===== config.mk =====
export PLATFORM = sky130hd
export DESIGN_NAME = addr_translate_tlb
export DESIGN_NICKNAME = d
export VERILOG_FILES = /design/src/rtl/addr_translate_tlb.sv
export SDC_FILE = /design/constraint.sdc
export NUM_CORES = 1
export LEC_CHECK = 0
export CORE_UTILIZATION = 56
export DETAILED_ROUTE_END_ITERATION = 7
export GPL_TIMING_DRIVEN = 1
export PLACE_DENSITY = 0.78
export SYNTH_ARGS = -nofsm -noshare
export SYNTH_HDL_FRONTEND = slang
export SYNTH_SLANG_ARGS = --single-unit

===== constraint.sdc =====
create_clock -name clk -period 6.75 [get_ports clk]
set_input_delay 1.35 -clock clk [delete_from_list [all_inputs] [get_ports clk]]
set_output_delay 1.35 -clock clk [all_outputs]
set_load 0.01 [all_outputs]

===== src/rtl/addr_translate_tlb.sv =====
// Registered virtual-to-physical address translator with a fully associative,
// software-managed TLB. kseg0/kseg1 map directly; every other segment is
// looked up in the TLB with ASID matching. Responses appear one cycle after
// the request is accepted and hold while the consumer stalls.
module addr_translate_tlb #(
  parameter  int NUM_ENTRIES = 8,
  parameter  int ASID_W      = 8,
  parameter  int CNT_W       = 16,
  localparam int IDX_W       = $clog2(NUM_ENTRIES)
) (
  input  logic              clk,
  input  logic              resetn,
  input  logic              req_valid,
  output logic              req_ready,
  input  logic [31:0]       req_vaddr,
  input  logic              req_is_store,
  output logic              resp_valid,
  input  logic              resp_ready,
  output logic [31:0]       resp_paddr,
  output logic              resp_mapped,
  output logic              resp_miss,
  output logic              resp_invalid,
  output logic              resp_modified,
  input  logic [ASID_W-1:0] cur_asid,
  input  logic              tlb_we,
  input  logic [IDX_W-1:0]  tlb_windex,
  input  logic [19:0]       tlb_wvpn,
  input  logic [19:0]       tlb_wpfn,
  input  logic [ASID_W-1:0] tlb_wasid,
  input  logic              tlb_wg,
  input  logic              tlb_wv,
  input  logic              tlb_wd,
  input  logic              tlb_flush,
  output logic [CNT_W-1:0]  miss_count
);

  // Counter increment that sticks at all-ones instead of wrapping.
  function automatic logic [CNT_W-1:0] sat_inc(input logic [CNT_W-1:0] c);
    return (&c) ? c : c + CNT_W'(1);
  endfunction

  // TLB storage: present bits are reset, payload fields are not.
  logic [NUM_ENTRIES-1:0] e_q, e_d;
  logic [19:0]            vpn_q  [NUM_ENTRIES];
  logic [19:0]            vpn_d  [NUM_ENTRIES];
  logic [19:0]            pfn_q  [NUM_ENTRIES];
  logic [19:0]            pfn_d  [NUM_ENTRIES];
  logic [ASID_W-1:0]      asid_q [NUM_ENTRIES];
  logic [ASID_W-1:0]      asid_d [NUM_ENTRIES];
  logic [NUM_ENTRIES-1:0] g_q, g_d, v_q, v_d, d_q, d_d;

  // Response and statistics registers.
  logic              resp_valid_q, resp_valid_d;
  logic [31:0]       resp_paddr_q, resp_paddr_d;
  logic              resp_mapped_q, resp_mapped_d;
  logic              resp_miss_q, resp_miss_d;
  logic              resp_invalid_q, resp_invalid_d;
  logic              resp_modified_q, resp_modified_d;
  logic [CNT_W-1:0]  miss_count_q, miss_count_d;

  logic        accept;
  logic        seg_mapped;
  logic        hit;
  logic [19:0] hit_pfn;
  logic        hit_valid;
  logic        hit_dirty;

  assign req_ready  = !resp_valid_q || resp_ready;
  assign accept     = req_valid && req_ready;
  // 0x8..0xB on the top nibble is kseg0/kseg1, the only unmapped region.
  assign seg_mapped = (req_vaddr[31:30] != 2'b10);

  // Associative match; scanning upward and keeping the first hit gives the
  // lowest index priority when software has installed duplicates.
  always_comb begin
    hit       = 1'b0;
    hit_pfn   = '0;
    hit_valid = 1'b0;
    hit_dirty = 1'b0;
    for (int i = 0; i < NUM_ENTRIES; i++) begin
      if (!hit && e_q[i] && (vpn_q[i] == req_vaddr[31:12]) &&
          (g_q[i] || (asid_q[i] == cur_asid))) begin
        hit       = 1'b1;
        hit_pfn   = pfn_q[i];
        hit_valid = v_q[i];
        hit_dirty = d_q[i];
      end
    end
  end

  // Table update: flush first so a simultaneous write leaves its entry present.
  always_comb begin
    e_d    = e_q;
    vpn_d  = vpn_q;
    pfn_d  = pfn_q;
    asid_d = asid_q;
    g_d    = g_q;
    v_d    = v_q;
    d_d    = d_q;
    if (tlb_flush) begin
      e_d = '0;
    end
    if (tlb_we) begin
      e_d[tlb_windex]    = 1'b1;
      vpn_d[tlb_windex]  = tlb_wvpn;
      pfn_d[tlb_windex]  = tlb_wpfn;
      asid_d[tlb_windex] = tlb_wasid;
      g_d[tlb_windex]    = tlb_wg;
      v_d[tlb_windex]    = tlb_wv;
      d_d[tlb_windex]    = tlb_wd;
    end
  end

  // Response formation: one exception flag at most, address zeroed on any flag.
  always_comb begin
    resp_valid_d    = resp_valid_q;
    resp_paddr_d    = resp_paddr_q;
    resp_mapped_d   = resp_mapped_q;
    resp_miss_d     = resp_miss_q;
    resp_invalid_d  = resp_invalid_q;
    resp_modified_d = resp_modified_q;
    miss_count_d    = miss_count_q;
    if (accept) begin
      resp_valid_d    = 1'b1;
      resp_paddr_d    = '0;
      resp_mapped_d   = seg_mapped;
      resp_miss_d     = 1'b0;
      resp_invalid_d  = 1'b0;
      resp_modified_d = 1'b0;
      if (!seg_mapped) begin
        resp_paddr_d = {3'b000, req_vaddr[28:0]};
      end else if (!hit) begin
        resp_miss_d  = 1'b1;
        miss_count_d = sat_inc(miss_count_q);
      end else if (!hit_valid) begin
        resp_invalid_d = 1'b1;
      end else if (req_is_store && !hit_dirty) begin
        resp_modified_d = 1'b1;
      end else begin
        resp_paddr_d = {hit_pfn, req_vaddr[11:0]};
      end
    end else if (resp_ready) begin
      resp_valid_d = 1'b0;
    end
  end

  // Control and response state with asynchronous reset.
  always_ff @(posedge clk or negedge resetn) begin
    if (!resetn) begin
      e_q             <= '0;
      resp_valid_q    <= 1'b0;
      resp_paddr_q    <= '0;
      resp_mapped_q   <= 1'b0;
      resp_miss_q     <= 1'b0;
      resp_invalid_q  <= 1'b0;
      resp_modified_q <= 1'b0;
      miss_count_q    <= '0;
    end else begin
      e_q             <= e_d;
      resp_valid_q    <= resp_valid_d;
      resp_paddr_q    <= resp_paddr_d;
      resp_mapped_q   <= resp_mapped_d;
      resp_miss_q     <= resp_miss_d;
      resp_invalid_q  <= resp_invalid_d;
      resp_modified_q <= resp_modified_d;
      miss_count_q    <= miss_count_d;
    end
  end

  // Entry payload storage, only meaningful while the present bit is set.
  always_ff @(posedge clk) begin
    vpn_q  <= vpn_d;
    pfn_q  <= pfn_d;
    asid_q <= asid_d;
    g_q    <= g_d;
    v_q    <= v_d;
    d_q    <= d_d;
  end

  assign resp_valid    = resp_valid_q;
  assign resp_paddr    = resp_paddr_q;
  assign resp_mapped   = resp_mapped_q;
  assign resp_miss     = resp_miss_q;
  assign resp_invalid  = resp_invalid_q;
  assign resp_modified = resp_modified_q;
  assign miss_count    = miss_count_q;

endmodule


Word-level counts from Yosys, hierarchy flattened. Index checks and enable logic that the tools add are counted.

Bits of input ports: 101. Bits in registers: 469. Logic and storage cells: 170.

Order comparisons: 4. $add $sub $neg: 1. Reductions and logical operators: 48. Mux-type cells: 61. Eq/ne operators: 17. Bitwise logic cells: 4.

Operators by type and width (number): $bwmux 160 (2); $mux 20 (9); $eq 20x20->1 (8); $mux 32 (4); $bwmux 64 (1); $eq 8x8->1 (8); $demux 20 s3 (1); $mux 1 (36); $logic_and 1x1->1 (27); $bwmux 8 (3); $demux 8 s3 (1); $mux 8 (3); $add 16x1->16 const B (1); $reduce_and 16->1 (1); $logic_not 1->1 (9); $logic_or 1x1->1 (9); $or 8x8->8 (1); $ge 4x4->1 const B (1); $lt 3x4->1 const B (1); $lt 4x1->1 const B (1); $not 3->4 (1); $reduce_and 4->1 (1); $demux 1 s3 (1); $ge 3x1->1 const B (1); 3 further kinds (4).

Longest topological paths before layout. Gate-level depths: netlist of run 1.

Depth after elaboration: 45. Gate-level depth with buffers: 13.

Least setup slack after synthesis of run 1. Ideal clock, no wire load.

Path kind: input to register. Start: input tlb_windex[0]. End: register asid_q[56] in the netlist's numbering, enable pin. Path buffers: 0. Cell stages on the path: 2. Setup time: 0.526 ns. Setup slack: 1.165 ns. Arrival: 5.060 ns. Path through: nand2b_1 nor3_1.

RTL lines: start, declared (RTL line 26) `input logic [IDX_W-1:0] tlb_windex,`; end signal, assigned (RTL line 174) `asid_q <= asid_d;`; end, declared (RTL line 48) `logic [ASID_W-1:0] asid_q [NUM_ENTRIES];`.

Worst setup path in the final report of run 1.
Start: input req_vaddr[28]. End: register resp_paddr_q[2], in the netlist resp_paddr[2].

Word-level cells in the longest chain between the ends: 45. Elaborated cells between the ends (all ways): 68.

Ends and longest elaborated chain: start, declared (RTL line 15) `input logic [31:0] req_vaddr,`; $eq 20x20->1 (RTL line 81) `if (!hit && e_q[i] && (vpn_q[i] == req_vaddr[31:12]) &&`; $logic_and 1x1->1 (2 in a row) (RTL line 81); $mux 1 (RTL line 81); $logic_not 1->1 (RTL line 81); $logic_and 1x1->1 (3 in a row) (RTL line 81); $mux 1 (RTL line 81); $logic_not 1->1 (RTL line 81); $logic_and 1x1->1 (3 in a row) (RTL line 81); (+22 left out); $logic_and 1x1->1 (3 in a row) (RTL line 81); $mux 1 (RTL line 81); $logic_not 1->1 (RTL line 137) `end else if (req_is_store && !hit_dirty) begin`; $logic_and 1x1->1 (RTL line 137); $mux 32 (RTL line 137); $mux 32 (RTL line 135) `end else if (!hit_valid) begin`; $mux 32 (*) (RTL line 132) `end else if (!hit) begin`; $mux 32 (*) (RTL line 130) `if (!seg_mapped) begin`; end signal, assigned (RTL line 161) `resp_paddr_q <= resp_paddr_d;`; end, declared (RTL line 54) `logic [31:0] resp_paddr_q, resp_paddr_d;`.

Every way passes the cells marked *; elsewhere a longest branch is shown, timed or not. A chain may end at the register's enable or synchronous reset.

==> flow_summary.toml, run 1 <==
[clocking]
cts_sinks = 469
cts_buffers = 46
cts_root_buf = "clkbuf_16"
cts.path.max_buffers = 3
cts_tree = "done"
postCtsHoldBufs = 0
clkTransAtPathRegs_ns = 0.06
cts_max_level = 2
cts_setup_buffers = 0
clk_latency_ns = 0.56
cts_resized = 0

[setup_path]
crit_path_max_fanout = 15
worst_path_max_delay_cell = "clkdlybuf4s50_1"
r2r_setup_slack_ns = 2.45
path_class = "in -> reg"
crit_family = "simple AND/OR/NAND/NOR gates"
cp_num_buf_inv = 2
cp_slowest_stage_delay_ns = 0.83
critPathArrivalTime_ns = 6.13
endpoint_kind = "register"
cp.required_ns = 7.17
cp_cell_sequence = "clkdlybuf4s50_1, xor2_1, nor4_1, nand4_1, nor3_4, and4b_1, a2111o_1, a31o_1, a32oi_2, buf_4, and3_1, nor3_1"
worst_setup_path_start_kind = "input pin"

[floorplan]
core_um2 = 33500
initial_core_util_pct = 56.8
boundaryPins = 155
die-area_um2 = 34800
dieWidth_um = 186
fp.dieH_um = 186
rows = 67

[routing]
drtIter0Drc = 1294
drt-total-wl_um = 46900
vias = 11500
via_per_inst = 6.00
drc = 0
drtAntennaViolNets = 0
drt_first_pass_iters = 6
wl_per_cell_um = 24.6

[synth]
netlist_area_um2 = 19000
synthFlopType = "edfxtp_1"
ys_top_cells_by_area = "edfxtp_1 (64%), xor2_1 (9.5%), dfrtp_1 (8.0%), nor4_1 (1.5%), a21oi_1 (1.5%)"
yosysTopAreaCell = "edfxtp_1"
synthTopCellsByCount = "edfxtp_1 (408), xor2_1 (206), nor2_1 (70)"
yosysWarnings = 0
synth_cell_types = 64
synthMostInstantiatedCell = "edfxtp_1"
synth_edf_count = 408
syn_inst = 1260
ys_async_sr_fraction_pct = 13.0
ys_ff_latch = 469
synth_top_area_share_pct = 64.3
yosysSeqAreaShare_pct = 72.3
syn_nets = 1362
avgSynthCellArea_um2 = 15.1

[timing]
final_hold_viol_count = 0
rsz0062_at_grt = "false"
fmax_mhz = 175
setup_viol = 0
tns_ns = 0
tightest_slew_ns = 1.20
finClkSkew_ns = 0.0238
finalCriticalPeriod_ns = 5.72
relSlewSlack_pct = 19.9
final_max_slew_viol_count = 0
period_share_pct = 84.7

[place]
hpwl_um = 29900
numPortBuffers = 154
place_area_um2 = 21100
routabilityCongestion = 0.873

[final_layout]
nets = 1526
diodes = 0
design_area_um2 = 22600
drive_gt1_share_pct = 7.80
syn2layout_area_growth_pct = 18.7

[global_route]
grt_overflow_total = 0
antenna_found_initial = 0
grt_pass1_vias = 11800
grt_max_degree = 62
grtUsageTotal_pct = 27.6
grt_pass1_wl_um = 71900

[hold_path]
hp-class = "reg -> reg"

[pwr]
leakage_nw = 7.84
power_density_nw_per_um2 = 281
ir_drop_mv = 0.193

[run_status]
run_status = "complete, no violations"

[job]
drv_cap = 0
[worst min-delay path: stages, from the launching register on]
cell,delay [ns]
dfrtp_1,0.34
nand2_1,0.05
o21ai_0,0.06
[flip-flops by register name, indices dropped and copies added, names as in the netlist]
signal	flops
e_q	8
resp_invalid	1
miss_count	16
resp_modified	1
asid_q	64
resp_valid	1
resp_miss	1
v_q	8
resp_mapped	1
d_q	8
resp_paddr	32
g_q	8
vpn_q	160
pfn_q	160
[cell families (layout without fill, tap and decap cells)]
group	after synthesis	after routing	share of synthesized area, %
compound gates	178	178	6.42
xor+xnor	239	239	11.0
fa+ha+maj	1	1	0.0657
buf+inv	77	278	1.89
flops	469	469	72.3
mux	7	7	0.374
simple gates	289	289	7.93
[worst paths after layout]
check	startpoint	to	depth (start not counted)
max in group asynchronous	resetn	resp_paddr[24]	2
min	resp_mapped	resp_mapped	2
max reg2reg	vpn_q[100]	resp_paddr[2]	12
min in group asynchronous	resetn	e_q[2]	2
min reg2reg	resp_mapped	resp_mapped	2
max	req_vaddr[28]	resp_paddr[2]	12
[placed cells by master (no fill, tap or decap), drive strengths merged, types with 4 or more instances in the layout]
cell type and n:
clkdlybuf4s50 153, nand2 55, a222oi 8, nor4 50
nand4 13, nand2b 15, a2111o 8, nor3 29
clkbuf 69, inv 14, or3 5, nand3 19
a311o 4, a21o 9, buf 28, xnor2 33
o21ai 31, a31oi 4, o21a 4, bufinv 4
a221oi 9, a22oi 7, edfxtp 408, and2 5
mux2i 6, o22ai 4, nor2 70, or2b 5
o221ai 9, and3 5, xor2 206, dfrtp 61
a21oi 58, clkinv 10
[cell type report]
type | instances | area [um^2]
Sequential cell | 469 | 13800
Timing Repair Buffer | 181 | 1740
Clock inverter | 16 | 196
Inverter | 12 | 45.0
Tap cell | 448 | 561
Multi-Input combinational cell | 714 | 5010
Clock buffer | 69 | 1280
Fill cell | 2290 | 10900
[stage by stage]
stage	setup slack, ns	hold slack (ns)	cells	utilization [%]	total power, mW
CTS	1.09	0.488	1909	67.4	6.38
global placement	0.651	0.460	1824	63.0	3.88
finish	1.03	0.485	1909	67.4	6.36
global route	0.879	0.513	1909	67.4	6.55
floorplan	1.16	0.449	1260	-	3.62
detailed placement	0.600	0.471	1824	63.0	3.90
[report_power, final]
part | internal (mW) | switching (mW)
sequential | 3.29 | 0.0675
combinational | 0.213 | 0.271
clock | 1.46 | 1.05
[layer usage]
| metal | GRT usage (%) | up-vias | share of wire, % |
|---|---|---|---|
| li1 | - | 5037 | - |
| met1 | 37.8 | 5714 | 40 |
| met2 | 44.0 | 610 | 48 |
| met3 | 5.81 | 100 | 9.4 |
| met4 | 9.89 | 0 | 3.1 |
| met5 | 0 | - | 0 |
Power figures use the tool's default switching activity.
==> run 2, diff against run 1 <==
Clock period 6.75 ns to 5.5 ns, I/O delays scaled along.
==> flow_summary.toml, run 2 (synthesis results as in run 1) <==
[place]
routabilityCongestion = 0.852
numPortBuffers = 154
hpwl_um = 30900
place_worst_setup_slack_ns = 0.140

[setup_path]
worst_setup_path_start_kind = "input pin"
cp_cell_sequence = "clkdlybuf4s50_1, buf_4, xor2_1, nor4_1, nand4_1, or4_1, nand3b_1, nor2_1, a222oi_1, a311o_1, a21oi_1"
path_class = "in -> reg"
endpoint_kind = "register"
cp.required_ns = 5.96
path_depth = 11
worst_path_max_delay_cell = "nor2_1"
critPathArrivalTime_ns = 5.58
cp_num_buf_inv = 2
worstRegToRegCells = 9
crit_family = "simple AND/OR/NAND/NOR gates"
cp_slowest_stage_delay_ns = 0.81
crit_path_max_fanout = 10

[timing]
setup_ws_ns = 0.385
relSlewSlack_pct = 26.0
final_max_slew_viol_count = 0
final_hold_viol_count = 0
finalCriticalPeriod_ns = 5.11
setup_viol = 0
tns_ns = 0
tightest_slew_ns = 1.10
rsz0062_at_grt = "false"
period_share_pct = 93.0
finClkSkew_ns = 0.0197
fmax_mhz = 196

[hold_path]
hp-class = "reg -> reg"
whs_path_depth = 2

[clocking]
clk_latency_ns = 0.55
cts_sinks = 469
clkTransAtPathRegs_ns = 0.06
cts.path.max_buffers = 3
cts_max_level = 2
cts_root_buf = "clkbuf_16"
cts_setup_buffers = 0
cts_tree = "done"
cts_resized = 0
postCtsHoldBufs = 0
cts_buffers = 47

[global_route]
grt_max_degree = 62
grt_pass1_vias = 11800
grt_overflow_total = 0
grtUsageTotal_pct = 27.5
antenna_found_initial = 0
grt_pass1_wl_um = 71600

[final_layout]
syn2layout_area_growth_pct = 21.1
mostFrequentLayoutCells = "edfxtp_1 (408), xor2_1 (206), clkdlybuf4s50_1 (153)"
diodes = 0
mostFrequentLayoutCell = "edfxtp_1"
nets = 1568
reg.largest.list = "pfn_q (160), vpn_q (160), asid_q (64)"
drive_gt1_share_pct = 11.1

[routing]
drc = 0
drt-met1-wl_um = 18400
wl_per_cell_um = 24.4
via_per_inst = 6.02
drtAntennaViolNets = 0
drtIter0Drc = 1320
wl_met2_um = 23400
routed.top_layer = "met4"
drt-total-wl_um = 47600
wl_met3_um = 4330
vias = 11700
drt_first_pass_iters = 5

[floorplan]
dieWidth_um = 186
fp.dieH_um = 186
initial_core_util_pct = 56.8
die-area_um2 = 34800
core_um2 = 33500
boundaryPins = 155
rows = 67

[pwr]
ir_drop_mv = 0.299
power_density_nw_per_um2 = 348
leakage_nw = 8.12

[job]
drv_cap = 0

[run_status]
run_status = "complete, no violations"
==> run 2: metrics by stage <==
stage          hold WS, ns  util (%)  instance area [um^2]  std cells  power (mW)
6_report             0.477      68.8                 23100       1952        8.03
5_1_grt              0.501      68.8                 23100       1952        8.25
4_1_cts              0.482      68.8                 23100       1952        8.05
3_5_place_dp         0.469      64.0                 21500       1865        4.80
3_3_place_gp         0.461      64.0                 21500       1865        4.78
2_1_floorplan        0.449         -                 19000       1260        4.44
==> run 2: worst paths after layout <==
kind                                    start        endpoint  slack, ns
max in group asynchronous              resetn  resp_paddr[17]       4.16
worst min-delay path              resp_mapped     resp_mapped       0.48
min in group asynchronous              resetn   miss_count[6]       0.75
worst max register to register      vpn_q[58]  resp_paddr[27]       1.30
worst min register to register    resp_mapped     resp_mapped       0.48
worst max-delay path            req_vaddr[30]  resp_paddr[27]       0.39
==> run 2: tightest hold or removal path: cells and delay by family (launching register included) <==
kind	cells	cell delay (ns)
flops	1	0.34
compound gates	1	0.06
simple gates	1	0.05
==> run 2: power breakdown <==
part	total [mW]	leakage [nW]	internal [mW]	switching (mW)
clock	3.30	0.788	2.00	1.30
combinational	0.610	2.85	0.274	0.336
sequential	4.12	4.49	4.03	0.0882
total	8.03	8.12	6.31	1.72
==> run 2: routing by layer <==
metal | up-vias | global-route usage (%)
li1 | 5118 | -
met1 | 5835 | 37.3
met2 | 693 | 45.4
met3 | 100 | 4.19
met4 | 0 | 9.63
met5 | - | 0
==> run 2: cell type report <==
cell class / instances / area, um^2
Timing Repair Buffer: 222 / 2060
Clock inverter: 32 / 359
Sequential cell: 469 / 13800
Inverter: 12 / 45.0
Tap cell: 448 / 561
Fill cell: 2197 / 10500
Multi-Input combinational cell: 714 / 5010
Clock buffer: 55 / 1250
